`src/rtl/ep_g3x8_onchip_mem_arbiter.sv`:
```
// Two-master round-robin arbiter onto a single 256-bit on-chip memory port.
// Optional macro ONCHIP_ARB_RDATA_REG_EN adds a readdata output register.
module ep_g3x8_onchip_mem_arbiter #(
    parameter int ADDR_W = 10,
    parameter int DATA_W = 256,
    parameter int BE_W   = 32
) (
    input  logic              clk,
    input  logic              reset,
    input  logic [ADDR_W-1:0] m0_address,
    input  logic              m0_read,
    input  logic              m0_write,
    input  logic [DATA_W-1:0] m0_writedata,
    input  logic [BE_W-1:0]   m0_byteenable,
    output logic              m0_waitrequest,
    output logic [DATA_W-1:0] m0_readdata,
    output logic              m0_readdatavalid,
    input  logic [ADDR_W-1:0] m1_address,
    input  logic              m1_read,
    input  logic              m1_write,
    input  logic [DATA_W-1:0] m1_writedata,
    input  logic [BE_W-1:0]   m1_byteenable,
    output logic              m1_waitrequest,
    output logic [DATA_W-1:0] m1_readdata,
    output logic              m1_readdatavalid,
    output logic [ADDR_W-1:0] mem_address,
    output logic              mem_chipselect,
    output logic              mem_clken,
    output logic              mem_write,
    output logic [DATA_W-1:0] mem_writedata,
    output logic [BE_W-1:0]   mem_byteenable,
    input  logic [DATA_W-1:0] mem_readdata
);

    logic              req0;
    logic              req1;
    logic              grant0;
    logic              grant1;
    logic              last_grant;

    logic              cmd_valid;
    logic              cmd_write;
    logic              cmd_id;
    logic [ADDR_W-1:0] cmd_address;
    logic [DATA_W-1:0] cmd_writedata;
    logic [BE_W-1:0]   cmd_byteenable;

    logic              tag_valid;
    logic              tag_id;
    logic              rdv0;
    logic              rdv1;
    logic [DATA_W-1:0] rdata;

    assign req0 = m0_read | m0_write;
    assign req1 = m1_read | m1_write;

    // Grant: a lone requester wins; on a tie the master that did not win last time wins.
    always_comb begin
        grant0 = 1'b0;
        grant1 = 1'b0;
        if (!reset) begin
            if (req0 && (!req1 || last_grant)) begin
                grant0 = 1'b1;
            end else if (req1) begin
                grant1 = 1'b1;
            end
        end
    end

    assign m0_waitrequest = reset | (req0 & ~grant0);
    assign m1_waitrequest = reset | (req1 & ~grant1);

    // Remember the last winner for round-robin tie breaking.
    always_ff @(posedge clk) begin
        if (reset) begin
            last_grant <= 1'b1;
        end else if (grant0) begin
            last_grant <= 1'b0;
        end else if (grant1) begin
            last_grant <= 1'b1;
        end
    end

    // Command register: captures the granted request; a write wins over a read.
    always_ff @(posedge clk) begin
        if (reset) begin
            cmd_valid      <= 1'b0;
            cmd_write      <= 1'b0;
            cmd_id         <= 1'b0;
            cmd_address    <= '0;
            cmd_writedata  <= '0;
            cmd_byteenable <= '0;
        end else begin
            cmd_valid <= grant0 | grant1;
            if (grant0) begin
                cmd_write      <= m0_write;
                cmd_id         <= 1'b0;
                cmd_address    <= m0_address;
                cmd_writedata  <= m0_writedata;
                cmd_byteenable <= m0_byteenable;
            end else if (grant1) begin
                cmd_write      <= m1_write;
                cmd_id         <= 1'b1;
                cmd_address    <= m1_address;
                cmd_writedata  <= m1_writedata;
                cmd_byteenable <= m1_byteenable;
            end
        end
    end

    // A command still in the register during reset must not reach the memory.
    assign mem_chipselect = cmd_valid & ~reset;
    assign mem_write      = cmd_valid & cmd_write & ~reset;
    assign mem_clken      = ~reset;
    assign mem_address    = cmd_address;
    assign mem_writedata  = cmd_writedata;
    assign mem_byteenable = cmd_byteenable;

    // Tag stage: follows a read issued to memory until its data comes back.
    always_ff @(posedge clk) begin
        if (reset) begin
            tag_valid <= 1'b0;
            tag_id    <= 1'b0;
        end else begin
            tag_valid <= cmd_valid & ~cmd_write;
            tag_id    <= cmd_id;
        end
    end

`ifdef ONCHIP_ARB_RDATA_REG_EN
    logic              rdv0_q;
    logic              rdv1_q;
    logic [DATA_W-1:0] rdata_q;

    // Extra output stage on the memory data and the routed valids.
    always_ff @(posedge clk) begin
        if (reset) begin
            rdv0_q  <= 1'b0;
            rdv1_q  <= 1'b0;
            rdata_q <= '0;
        end else begin
            rdv0_q  <= tag_valid & ~tag_id;
            rdv1_q  <= tag_valid & tag_id;
            rdata_q <= mem_readdata;
        end
    end

    assign rdv0  = rdv0_q;
    assign rdv1  = rdv1_q;
    assign rdata = rdata_q;
`else
    assign rdv0  = tag_valid & ~tag_id;
    assign rdv1  = tag_valid & tag_id;
    assign rdata = mem_readdata;
`endif

    assign m0_readdatavalid = rdv0 & ~reset;
    assign m1_readdatavalid = rdv1 & ~reset;
    assign m0_readdata      = rdata;
    assign m1_readdata      = rdata;

endmodule

```
`config.mk`:
```
export PLATFORM = sky130hd
export DESIGN_NAME = ep_g3x8_onchip_mem_arbiter
export DESIGN_NICKNAME = d
export VERILOG_FILES = /design/src/rtl/ep_g3x8_onchip_mem_arbiter.sv
export SDC_FILE = /design/constraint.sdc
export NUM_CORES = 1
export LEC_CHECK = 0
export CAP_MARGIN = 10
export CORE_AREA = 5 5 654 656
export DETAILED_ROUTE_END_ITERATION = 7
export DIE_AREA = 0 0 659 661
export GPL_ROUTABILITY_DRIVEN = 0
export GPL_TIMING_DRIVEN = 0
export SLEW_MARGIN = 20
export SYNTH_ARGS = -nofsm -noshare
export SYNTH_HDL_FRONTEND = slang
export SYNTH_SLANG_ARGS = --single-unit
```
`constraint.sdc`:
```
create_clock -name clk -period 2.6 [get_ports clk]
set_input_delay 0.78 -clock clk [delete_from_list [all_inputs] [get_ports clk]]
set_output_delay 0.78 -clock clk [all_outputs]
set_load 0.03 [all_outputs]
```
; ---- Yosys cells after proc, flatten, opt, wreduce, memory -nomap -nowiden
; Cells that the tools add are included.
[totals]
regBits = 304
input_bits = 858
elab_cells = 49
[classes]
n_mux = 15
n_bitwise = 20
n_reduce_logical = 5
[op_table]
columns = cell, n
row1 = two-way mux 256 bit, 2
row2 = two-way mux 32 bit, 2
row3 = two-way mux 10 bit, 2
row4 = AND 1 bit, 10
row5 = two-way mux 1 bit, 9
row6 = NOT 1 bit, 5
row7 = bitwise OR 1 bit, 5
row8 = nonzero test 2 bit, 1
row9 = OR reduction 2 bit, 1
row10 = logical AND 1 bit, 1
row11 = zero test 1 bit, 1
row12 = logical OR 1 bit, 1

; ---- Depth between registers and ports, before layout
; Gate-level depths: netlist (run 1).
[depth]
word_depth = 9
depth_mapped = 7
ltp_nobuf = 3

; ---- Worst setup path before layout (run 1)
; No wires, ideal clock.
[synth_timing]
kind = in2out
from = in m1_write
to = out m0_waitrequest
arrival_ns = 2.259
t_required_ns = 1.820
setup_slack_ns = -0.439
path_stages = 6
path_cell_list = or2_0 clkbuf_1 buf_2 buf_1 nand2_1 o21ai_0
[synth_between]
elab_chain_cells = 9
[synth_lines]
columns = item, line
row1 = from (decl), 20  ; input logic m1_write,
row2 = bitwise OR 1 bit, 55  ; assign req1 = m1_read | m1_write;
row3 = zero test 1 bit, 62  ; if (req0 && (!req1 || last_grant)) begin
row4 = logical OR 1 bit, 62
row5 = logical AND 1 bit, 62
row6 = two-way mux 1 bit, 62
row7 = two-way mux 1 bit, 61  ; if (!reset) begin
row8 = NOT 1 bit, 70  ; assign m0_waitrequest = reset | (req0 & ~grant0);
row9 = AND 1 bit, 70
row10 = bitwise OR 1 bit, 70
row11 = to (decl), 15  ; output logic m0_waitrequest,
; No other way between the ends.

; ---- Final worst setup path (run 1)
[layout_timing]
from = in mem_readdata[81]
to = out m0_readdata[81]
[layout_rtl]
columns = item, line
row1 = from (decl), 32  ; input logic [DATA_W-1:0] mem_readdata
row2 = to (decl), 16  ; output logic [DATA_W-1:0] m0_readdata,
; No word-level cell between the ends.

==> results.ini, run 1 <==
[sta]
finalCritPeriodShare=1.01
maxSlewHeadroom=0.197
skew_ps=71.4
rsz0062_at_grt=true
finalSetupTns_ps=-31.7
worstMarginPinSlew_ps=1200
fin_ws_ps=-31.7
clock.fmax_ghz=0.380
min_period_ps=2630
drv_slew=0
setup_viol=1
hold_viol_final=0

[cts]
htreeDepth=2
cts_tree=built
cts.reportedPaths.clkPinSlew_ps=50
numCtsBuffers=46
insertion_delay_ps=760
hold_buffers=0
root_buffer=clkbuf_16
cts_sinks=304
cts_max_path_buffers=3

[floorplanning]
num_rows=239
die_w_um=659
start_util=0.0413
io_pins=1675
core_um2=422000
die_area_um2=436000
die_h_um=661

[layout]
fillers=48700
regArea_um2=6090
drive_gt1_frac=0.267
area_growth_pct=133
multi_input_area_um2=6550
nNetsFinal=3971
largest_reg_flops=256

[global_route]
grt-ovfl-total=0
grt.total_usage=0.146
antenna_found_initial=327
grt_max_degree=18
grt_pass1_vias=21100
grt_pass1_wl_um=381000

[drt]
first_iter_violations=1957
viasPerCell=2.61
first_pass_iters=5
wl_um=336000
drc_errors=0
ant_nets=0
routedWlPerCell_um=38.2
vias=22900

[worst_setup_path]
path_class=in2out
crit_chain=buf_4 > clkdlybuf4s50_1
cp_slowest_stage_delay_ps=950
worst-path-buf-inv=2
start_kind=primary input
cp-end-kind=output port
cp_max_fo=4
cpLargestDelayFamily=buffers and inverters
slowest_stage=clkdlybuf4s50_1
cp.arrival_ps=1850
cp_data_required_time_ps=1820

[job]
maxCapViolCount=0

[synthesis]
synth-simple-area-share=0.00596
ys_ff_latch=304
syn_area_per_cell_um2=10.6
syn_nets=2497
synth-adder-area-share=0
ys_types=24
ys_warn_count=0
synth_top_family_by_area=compound AO/OA/AOI/OAI gates
synth-compound-area-share=0.368
synthXorXnorAreaFrac=0
syn_area_um2=17400
synth_mux_area_frac=0
syn_inst=1639
ys_seq_area_frac=0.349

[worst_hold_path]
worst_hold_path_type=in2reg

[power_and_ir_drop]
total_power_mw=20.3
power.leakage_nw=15.0
vdd_drop_max_mv=0.491
power.density_nw_per_um2=499

[outcome]
violations=setup timing
status=finished with violations

[place]
hpwl_um=312000
io_buffers=1417

-- through the flow --
stage          setup WS (ps)  hold WS [ps]    util  instances  area, um^2
3_5_place_dp           -2760           447  0.0917       8604       38700
6_report               -31.7           381  0.0964       8783       40600
3_3_place_gp           -4030           447  0.0914       8599       38500
5_1_grt                -9.12           323  0.0960       8725       40500
4_1_cts                 -144           287  0.0960       8693       40500
2_1_floorplan           -215           407       -       1639       17400
-- Yosys cell counts --
library cell,instances,area share
o2111a_1,298,0.19
o21ai_0,4,0.0011
buf_1,21,0.0045
clkinv_1,2,0.00043
or4_4,1,0.00065
buf_2,37,0.011
dfxtp_1,304,0.35
buf_4,528,0.23
and3_1,1,0.00036
o31ai_1,1,0.00043
or2_0,1,0.00036
a21oi_1,4,0.0011
nand2_1,2,0.00043
nor3b_1,1,0.00043
nand2b_1,1,0.00036
nor2_1,2,0.00043
and2_1,1,0.00036
o221a_2,1,0.00065
nor2_8,1,0.0011
a211oi_1,1,0.00043
a221o_1,298,0.17
buf_6,16,0.010
clkbuf_1,109,0.023
nor2b_1,4,0.0014
-- repair_timing --
item	CTS	global route
pin swaps	3	1
hold endpoints to repair	0	0
setup buffers	8	1
setup endpoints to repair	597	7
gates cloned	0	0
gates resized for setup	655	13
-- worst paths after layout --
kind | start | end | slack [ps] | cells past startpoint
max reg2reg | last_grant$_SDFFE_PP1P_ | mem_writedata[54]$_SDFFE_PP0P_ | 190 | 8
min | reset | tag_id$_SDFF_PP0_ | 380 | 2
max | mem_readdata[81] | m0_readdata[81] | -30 | 2
min reg2reg | cmd_id$_SDFFE_PP0P_ | tag_id$_SDFF_PP0_ | 470 | 1
-- cell families after synthesis --
family | after synthesis
AO/OA/AOI/OAI | 607
buffers and inverters | 713
flip-flops | 304
AND/OR/NAND/NOR | 15
-- per-layer routing --
| metal | share of wire | track usage | up-vias |
|---|---|---|---|
| met2 | 0.46 | 0.242 | 1853 |
| met3 | 0.14 | 0.0877 | 644 |
| met5 | 0.0025 | 0 | - |
| met1 | 0.36 | 0.155 | 11100 |
| met4 | 0.039 | 0.0449 | 126 |
| li1 | - | - | 9218 |
-- power breakdown --
group / total (mW) / internal [mW] / switching [mW]
Clock: 7.27 / 4.13 / 3.13
Combinational: 7.57 / 3.03 / 4.54
Sequential: 5.42 / 5.11 / 0.312
Total: 20.3 / 12.3 / 7.99
-- layout by cell type, fill, tap and decap left out, types with 3 or more instances in the layout --
master           netlist  routed
clkbuf_8               0       7
dlygate4sd2_1          0     161
clkdlybuf4s50_1        0    1105
clkdlybuf4s15_2        0     124
nor2b_1                4       3
a221o_1              298     298
buf_1                 21      18
diode_2                0      92
clkdlybuf4s18_2        0       5
buf_2                 37      44
dfxtp_1              304     303
buf_6                 16      20
bufinv_16              0       7
clkdlybuf4s15_1        0      10
o21ai_0                4       3
clkbuf_2               0      11
buf_4                528     536
clkbuf_1             109      97
buf_16                 0       5
clkinvlp_4             0       3
clkinv_2               0       8
inv_6                  0       4
o2111a_1             298     298
a21oi_1                4       4
clkbuf_16              0      47
-- cell type report --
cell class | instances | area share
Timing Repair Buffer | 1430 | 0.351
Tap cell | 5543 | 0.171
Inverter | 2 | 0.000677
Clock inverter | 26 | 0.00890
Buffer | 707 | 0.121
Clock buffer | 57 | 0.0308
Sequential cell | 304 | 0.150
Antenna cell | 92 | 0.00567
Multi-Input combinational cell | 622 | 0.161
(Power assumes the default switching activity.)
==> run 2: changes to the inputs <==
Settings changed: CORE_AREA 5 5 654 656 to 5 5 649 651, DIE_AREA 0 0 659 661 to 0 0 654 656.
Clock period 2.6 ns to 2.35 ns, I/O delays scaled along.
==> run 2 against run 1 <==
The flow still finishes with violations (setup timing). Hold slack lost 120 ps. Critical path depth grew 4. Via count grew 1.6%. Count of clock-buffer cells in the layout grew 1. Global-route usage grew 0.35 points. Combinational power grew 11%. Clock skew shrank 32 ps. Sequential share of layout area grew 0.12 points. Setup slack lost 77 ps. Cell count shrank 0.30%.
==> results.ini, run 2 (synthesis gave the netlist of run 1 again) <==
[cts]
hold_buffers=0
htreeDepth=2
cts_max_path_buffers=3
cts_tree=built
cts_sinks=304
insertion_delay_ps=720
root_buffer=clkbuf_16
cts.reportedPaths.clkPinSlew_ps=60
numCtsBuffers=45

[floorplanning]
start_util=0.0420
core_um2=415000
die_h_um=656
io_pins=1675
num_rows=237
die_w_um=654
die_area_um2=429000

[sta]
min_period_ps=2460
finalCritPeriodShare=1.05
worstMarginPinSlew_ps=1130
skew_ps=39.0
clock.fmax_ghz=0.407
fin_ws_ps=-109
drv_slew=0
maxSlewHeadroom=0.249
setup_viol=5
hold_viol_final=0
rsz0062_at_grt=true

[layout]
layout_common_cells=clkdlybuf4s50_1, buf_4, dfxtp_1
fin_util=0.0971
nNetsFinal=3979
final_common_cell=clkdlybuf4s50_1
drive_gt1_frac=0.299
largest_reg_flops=256
area_growth_pct=131

[worst_setup_path]
worst-path-buf-inv=4
worstRegToRegCells=7
cpLargestDelayFamily=buffers and inverters
cp-end-kind=output port
start_kind=flip-flop
startpoint=last_grant$_SDFFE_PP1P_
cp_slowest_stage_delay_ps=330
rr_endpoint=mem_address[0]$_SDFFE_PP0P_
cp.arrival_ps=1750
cp_max_fo=5
path_class=reg2out
slowest_stage=dfxtp_2
r2r_start=last_grant$_SDFFE_PP1P_
path_depth=6
cp_data_required_time_ps=1640
crit_chain=clkinv_4 > buf_12 > buf_4 > nand2_4 > o21ai_2 > buf_6
endpoint=m0_waitrequest
r2r_setup_slack_ps=100

[drt]
viasPerCell=2.66
wl_um=337000
drc_errors=0
vias=23300
ant_nets=0
first_pass_iters=5
first_iter_violations=2144
routedWlPerCell_um=38.5

[power_and_ir_drop]
total_power_mw=21.7
vdd_drop_max_mv=0.534
power.density_nw_per_um2=539
power.leakage_nw=14.9

[worst_hold_path]
worst_hold_path_type=in2reg
hp-start=reset

[global_route]
grt_pass1_wl_um=385000
grt.total_usage=0.150
grt_pass1_vias=21000
grt-ovfl-total=0
antenna_found_initial=357
grt_max_degree=20

[place]
hpwl_um=312000
io_buffers=1417

[outcome]
status=finished with violations
violations=setup timing

[job]
maxCapViolCount=0

## run 2: cell types whose count changed in the layout (fill, tap and decap cells not counted), sizes merged
| cell | previous run | this run |
|---|---|---|
| dlymetal6s2s | 0 | 2 |
| clkdlybuf4s15 | 134 | 123 |
| clkinv | 12 | 11 |
| buf | 626 | 724 |
| bufinv | 7 | 2 |
| dlygate4sd2 | 161 | 79 |
| clkdlybuf4s18 | 5 | 10 |
| clkbuf | 163 | 171 |
| inv | 6 | 8 |
| diode | 92 | 106 |
| clkdlybuf4s50 | 1105 | 1095 |
## run 2: per-layer routing
| metal | vias up | part of all wire | GRT usage |
|---|---|---|---|
| met5 | - | 0.0024 | 0 |
| met4 | 122 | 0.040 | 0.0367 |
| met3 | 691 | 0.14 | 0.0980 |
| met2 | 2085 | 0.46 | 0.254 |
| met1 | 11100 | 0.35 | 0.153 |
| li1 | 9260 | - | - |
## run 2: worst min path at each step
stage                           endpoint  depth (start not counted)
finish                 tag_id$_SDFF_PP0_                          2
global placement       tag_id$_SDFF_PP0_                          1
detailed placement     tag_id$_SDFF_PP0_                          1
floorplan           tag_valid$_SDFF_PP0_                          1
global route           tag_id$_SDFF_PP0_                          2
CTS                    tag_id$_SDFF_PP0_                          2
## run 2: layout make-up
| type | instances | area (um^2) |
|---|---|---|
| Antenna cell | 106 | 265 |
| Buffer | 706 | 4910 |
| Clock buffer | 58 | 1240 |
| Clock inverter | 22 | 238 |
| Fill cell | 47800 | 375000 |
| Inverter | 2 | 25.0 |
| Multi-Input combinational cell | 622 | 6560 |
| Sequential cell | 304 | 6090 |
| Tap cell | 5497 | 6880 |
| Timing Repair Buffer | 1440 | 14100 |
## run 2: report_power, final
part	switching [mW]	leakage, nW	internal, mW	total [mW]
clock network	3.32	0.716	3.98	7.30
registers	0.337	2.53	5.65	5.99
logic	5.07	11.6	3.34	8.41
total	8.73	14.9	13.0	21.7
## run 2: worst reg2reg max path: stages (launching register included)
cell      delay (ps)
dfxtp_2          330
clkinv_4          80
buf_4            210
clkbuf_2         210
buf_12           180
clkbuf_1         580
o2111a_1         430
a221o_1          140
## run 2: through the flow
step | TNS [ps] | worst slack, ps | instance area (um^2) | std cells | hold WS (ps)
2_1_floorplan | -222 | -174 | 17400 | 1639 | 407
3_3_place_gp | -700490 | -3520 | 38500 | 8553 | 452
3_5_place_dp | -439720 | -2930 | 38700 | 8561 | 460
4_1_cts | -844 | -458 | 40100 | 8650 | 173
5_1_grt | -402 | -222 | 40100 | 8676 | 210
6_report | -307 | -109 | 40300 | 8757 | 265
## run 2: repair_timing
item / in CTS / in global routing
resized for setup: 1047 / 31
buffers inserted: 12 / 4
pin swaps: 3 / 3
endpoints found under the setup margin: 616 / 103
==> run 3: changes to the inputs <==
Settings changed: CORE_AREA 5 5 649 651 to 5 5 641 643, DIE_AREA 0 0 654 656 to 0 0 646 648, DONT_BUFFER_PORTS from default to 1, SETUP_SLACK_MARGIN from default to 0.4.
==> run 3 against run 2 <==
The flow still finishes with violations (setup timing). Cell count shrank 16%. Non-clock buffer count fell by 1325. Register-to-register slack improved by 200 ps. Flip-flop and latch count stayed put. Count of clock-buffer cells in the layout shrank 2. Fmax shrank 13%. Final area shrank 28%. Clock power increased by 4.5%. Critical path depth fell by 1. Wire length fell by 2.9%. Hold slack worse by 170 ps. Sequential power is 38% higher.
==> results.ini, run 3 (synthesis gave the netlist of run 1 again) <==
[floorplanning]
die_h_um=648
io_pins=1675
die_area_um2=419000
start_util=0.0431
num_rows=234
core_um2=405000
die_w_um=646

[layout]
fillers=47200
nNetsFinal=2654
largest_reg_flops=256
fin_cells=7386
drive_gt1_frac=0.566
fin_area_um2=29100
final_common_cell=buf_4
layout_common_cells=buf_4, a221o_1, o2111a_1
area_growth_pct=67.2

[drt]
first_pass_iters=5
ant_nets=0
vias=18600
routedWlPerCell_um=44.4
first_iter_violations=1972
wl_um=328000
drc_errors=0
viasPerCell=2.51

[place]
dpl_cell_area_um2=24500
io_buffers=0
place_inst=7074
hpwl_um=301000

[sta]
skew_ps=33.3
worstMarginPinSlew_ps=821
finalCritPeriodShare=1.20
fin_ws_ps=-466
maxSlewHeadroom=0.452
setup_viol=4
min_period_ps=2820
finalSetupTns_ps=-1170
clock.fmax_ghz=0.355
hold_viol_final=0
rsz0062_at_grt=true
drv_slew=0

[global_route]
grt.total_usage=0.147
grt_max_degree=13
grt-ovfl-total=0
grt_pass1_wl_um=357000
antenna_found_initial=249
grt_pass1_vias=15800

[worst_setup_path]
crit_chain=clkinv_4 > clkbuf_16 > buf_16 > clkbuf_16 > o31ai_4
cpMostUsedCell=clkbuf_16
cp.arrival_ps=2110
slowest_stage=o31ai_4
cp-end-kind=output port
cp_max_fo=4
start_kind=flip-flop
path_class=reg2out
worstRegToRegCells=9
cp_slowest_stage_delay_ps=520
cpLargestDelayFamily=compound AO/OA/AOI/OAI gates
cp_data_required_time_ps=1640
path_depth=5
worst-path-buf-inv=4

[power_and_ir_drop]
power.density_nw_per_um2=693
power.leakage_nw=9.80
vdd_drop_max_mv=0.547

[cts]
numCtsBuffers=45
insertion_delay_ps=720
cts.reportedPaths.clkPinSlew_ps=80
cts_tree=built
htreeDepth=2
cts_sinks=304
root_buffer=clkbuf_16
cts_max_path_buffers=3

[worst_hold_path]
hold_depth=1
worst_hold_path_type=in2reg

[job]
maxCapViolCount=0

[outcome]
status=finished with violations
violations=setup timing

[run 3: cell count changes in the layout (fill, tap and decap cells not counted), moves of 15 or more]
| cell | previous run | this run |
|---|---|---|
| clkbuf_1 | 97 | 76 |
| o2111a_1 | 297 | 271 |
| buf_4 | 556 | 533 |
| dlygate4sd3_1 | 0 | 66 |
| buf_12 | 4 | 19 |
| buf_2 | 115 | 29 |
| dfxtp_4 | 0 | 248 |
| clkdlybuf4s50_1 | 1095 | 0 |
| clkbuf_16 | 46 | 67 |
| diode_2 | 106 | 126 |
| o2111a_2 | 1 | 27 |
| dlygate4sd2_1 | 79 | 0 |
| dfxtp_1 | 302 | 51 |
| clkdlybuf4s15_2 | 116 | 0 |
[run 3: what timing repair did]
item | 4_1_cts | 5_1_grt
buffers inserted | 8 | 11
gates cloned | 2 | 16
resized for setup | 558 | 118
hold buffers | 66 | 0
pin swaps | 4 | 59
endpoints found under the hold margin | 66 | 0
setup endpoints to repair | 605 | 553
[run 3: metal layers]
| metal | GRT usage | wire length (um) | part of all wire |
|---|---|---|---|
| met1 | 0.144 | 108000 | 0.33 |
| met2 | 0.239 | 151000 | 0.46 |
| met3 | 0.113 | 56400 | 0.17 |
| met4 | 0.0416 | 12300 | 0.038 |
| met5 | 0 | 734 | 0.0022 |
[run 3: worst paths after layout]
path | start | endpoint | slack [ps]
worst min register to register | cmd_id$_SDFFE_PP0P_ | tag_id$_SDFF_PP0_ | 460
worst min-delay path | m0_writedata[50] | mem_writedata[50]$_SDFFE_PP0P_ | 90
worst max-delay path | last_grant$_SDFFE_PP1P_ | m1_waitrequest | -470
worst max register to register | last_grant$_SDFFE_PP1P_ | mem_writedata[26]$_SDFFE_PP0P_ | 300
[run 3: per-stage QoR]
step                      utilization  worst slack, ps  power (mW)  hold slack [ps]
final                          0.0720             -466        20.2             90.7
after global placement         0.0602            -2060        12.1              452
after CTS                      0.0692             -672        20.4             1.88
after detailed placement       0.0606            -1290        12.2              452
after global routing           0.0715             -675        20.9             33.1
after floorplan                     -              150        9.73              415
[run 3: where the power goes]
part / switching (mW) / internal [mW] / total (mW)
Sequential: 2.57 / 5.70 / 8.26
Clock: 3.47 / 4.15 / 7.63
Combinational: 2.67 / 1.61 / 4.28
Total: 8.71 / 11.5 / 20.2
[run 3: layout make-up]
type	instances	area, um^2	area share
inverter	2	38.8	0.00133
sequential	304	7020	0.241
clock inverter	27	274	0.00941
tap	5428	6790	0.233
timing repair buffer	110	1470	0.0504
antenna	126	315	0.0108
multi-input combinational	622	6630	0.228
clock buffer	56	1250	0.0429
buffer	711	5340	0.183
==> edit (flow settings as in run 2) <==
`BE_W`: 32 -> 16.
--- a/src/rtl/ep_g3x8_onchip_mem_arbiter.sv
+++ b/src/rtl/ep_g3x8_onchip_mem_arbiter.sv
@@ -3,7 +3,7 @@
 module ep_g3x8_onchip_mem_arbiter #(
     parameter int ADDR_W = 10,
     parameter int DATA_W = 256,
-    parameter int BE_W   = 32
+    parameter int BE_W   = 16
 ) (
     input  logic              clk,
     input  logic              reset,
Ports: changed (resized m0_byteenable, m1_byteenable and mem_byteenable); port bits go from 1675 to 1627. The function was not compared with the original's and may differ.
==> edit against run 2 <==
The flow still finishes with violations (setup timing). Sequential cell count down 16. Routed wire length is 0.20% higher. Total power fell by 2.5%. Global-route usage grew 0.081 points. Worst setup slack got worse by 2.1 ps. Final cell count shrank 1.4%. Combinational power down 3.6%. Cell area is 2.3% lower. Synthesized cell count decreased by 3.6%. Count of clock-buffer cells in the layout down 6. Non-clock buffer count fell by 60. Area after synthesis down 3.1%. Register-to-register slack improved by 70 ps. Largest cell class unchanged.
==> edit: results (changes against run 2) <==
[critical_path]
cp-startpoint = m0_write
cp_max_fo = 11  ; +6
rrSetupSlack_ps = 170  ; +70 ps
setup.worst_path.end = m1_waitrequest
slowest_delay_ps = 260  ; -70 ps
cpMaxStageDelayCell = o31ai_4
reg2reg_to = mem_writedata[128]

[timing]
tightest_slew_ps = 965  ; -161 ps
setup_viol = 3  ; -2
fin_ws_ps = -111  ; -2.09 ps
fin_setup_tns_ps = -156  ; +151 ps

[detailed_routing]
wl_met1_um = 115000  ; -2.5%
drtIter0Drc = 2003  ; -6.6%
routedWlPerCell_um = 39.2  ; +1.7%
dr_wl_met3_um = 55100  ; +14%
wl_met2_um = 159000  ; +1.8%

[finish]
nFillCells = 47800  ; +0.023%
diodes = 88  ; -17%
multiInputGateArea_sq_um = 6230  ; -4.9%
nMultiInputCombCells = 590  ; -5.1%
fin_nets = 3839  ; -3.5%
clk_share_pct = 3.93  ; +0.27 points
design.seq.count = 288  ; -5.3%
final-nonclk-buf-share_pct = 47.4  ; +0.27 points
drive_gt1_share_pct = 30.3  ; +0.43 points

[power_and_ir_drop]
p_switching_mw = 8.38  ; -4.0%
peakVddDrop_mv = 0.575  ; +7.7%
internal_power_mw = 12.8  ; -1.5%
pg_comb_mw = 8.11  ; -3.6%
leakage_nw = 14.5  ; -2.4%

[global_routing]
grt_pass1_vias = 19900  ; -5.2%
grt_max_degree = 19  ; -5.0%
use_met3_pct = 11.1  ; +1.3 points
met2_usage_pct = 25.5  ; +0.15 points
antenna_found_initial = 406  ; +14%

[placed_design]
hpwl_um = 316000  ; +1.3%
port_buffers = 1369  ; -3.4%

[synthesis]
yosys-top-cells-count = 528 x buf_4, 288 x dfxtp_1, 282 x a221o_1, 282 x o2111a_1, 92 x clkbuf_1
synth.yosys.seq_area_share_pct = 34.2  ; -0.78 points
synth.net_count = 2406  ; -3.6%

[outcome]
violations = setup timing
status = finished with violations

==> edit: cell types whose count changed after synthesis, sizes merged, moves of 6 or more <==
cell	before	now
a221o	298	282
buf	602	608
clkbuf	109	92
dfxtp	304	288
o2111a	298	282
==> edit: worst max-delay path, delay by kind of cell <==
family	cells	cell delay (ps)
buf+inv	4	660
compound gates	1	260
simple gates	1	50
==> edit: logic make-up after synthesis <==
| logic type | after synthesis | synth area share (%) |
|---|---|---|
| AOI/OAI and AO/OA | 575 | 36.0 |
| DFF | 288 | 34.2 |
| and+or+nand+nor | 15 | 0.630 |
| buffers and inverters | 702 | 29.3 |
==> edit: metrics by stage <==
stage	area (sq um)	worst slack, ps	cells
3_3_place_gp	37500	-3170	8446
6_report	39400	-111	8632
3_5_place_dp	37600	-2380	8451
5_1_grt	39200	-181	8559
4_1_cts	39200	-370	8543
2_1_floorplan	16900	-193	1580
==> edit: repair_timing <==
item	CTS	global route
endpoints found under the setup margin	582	19
buffers inserted	14	3
pin swaps	4	3
gates resized for setup	928	21
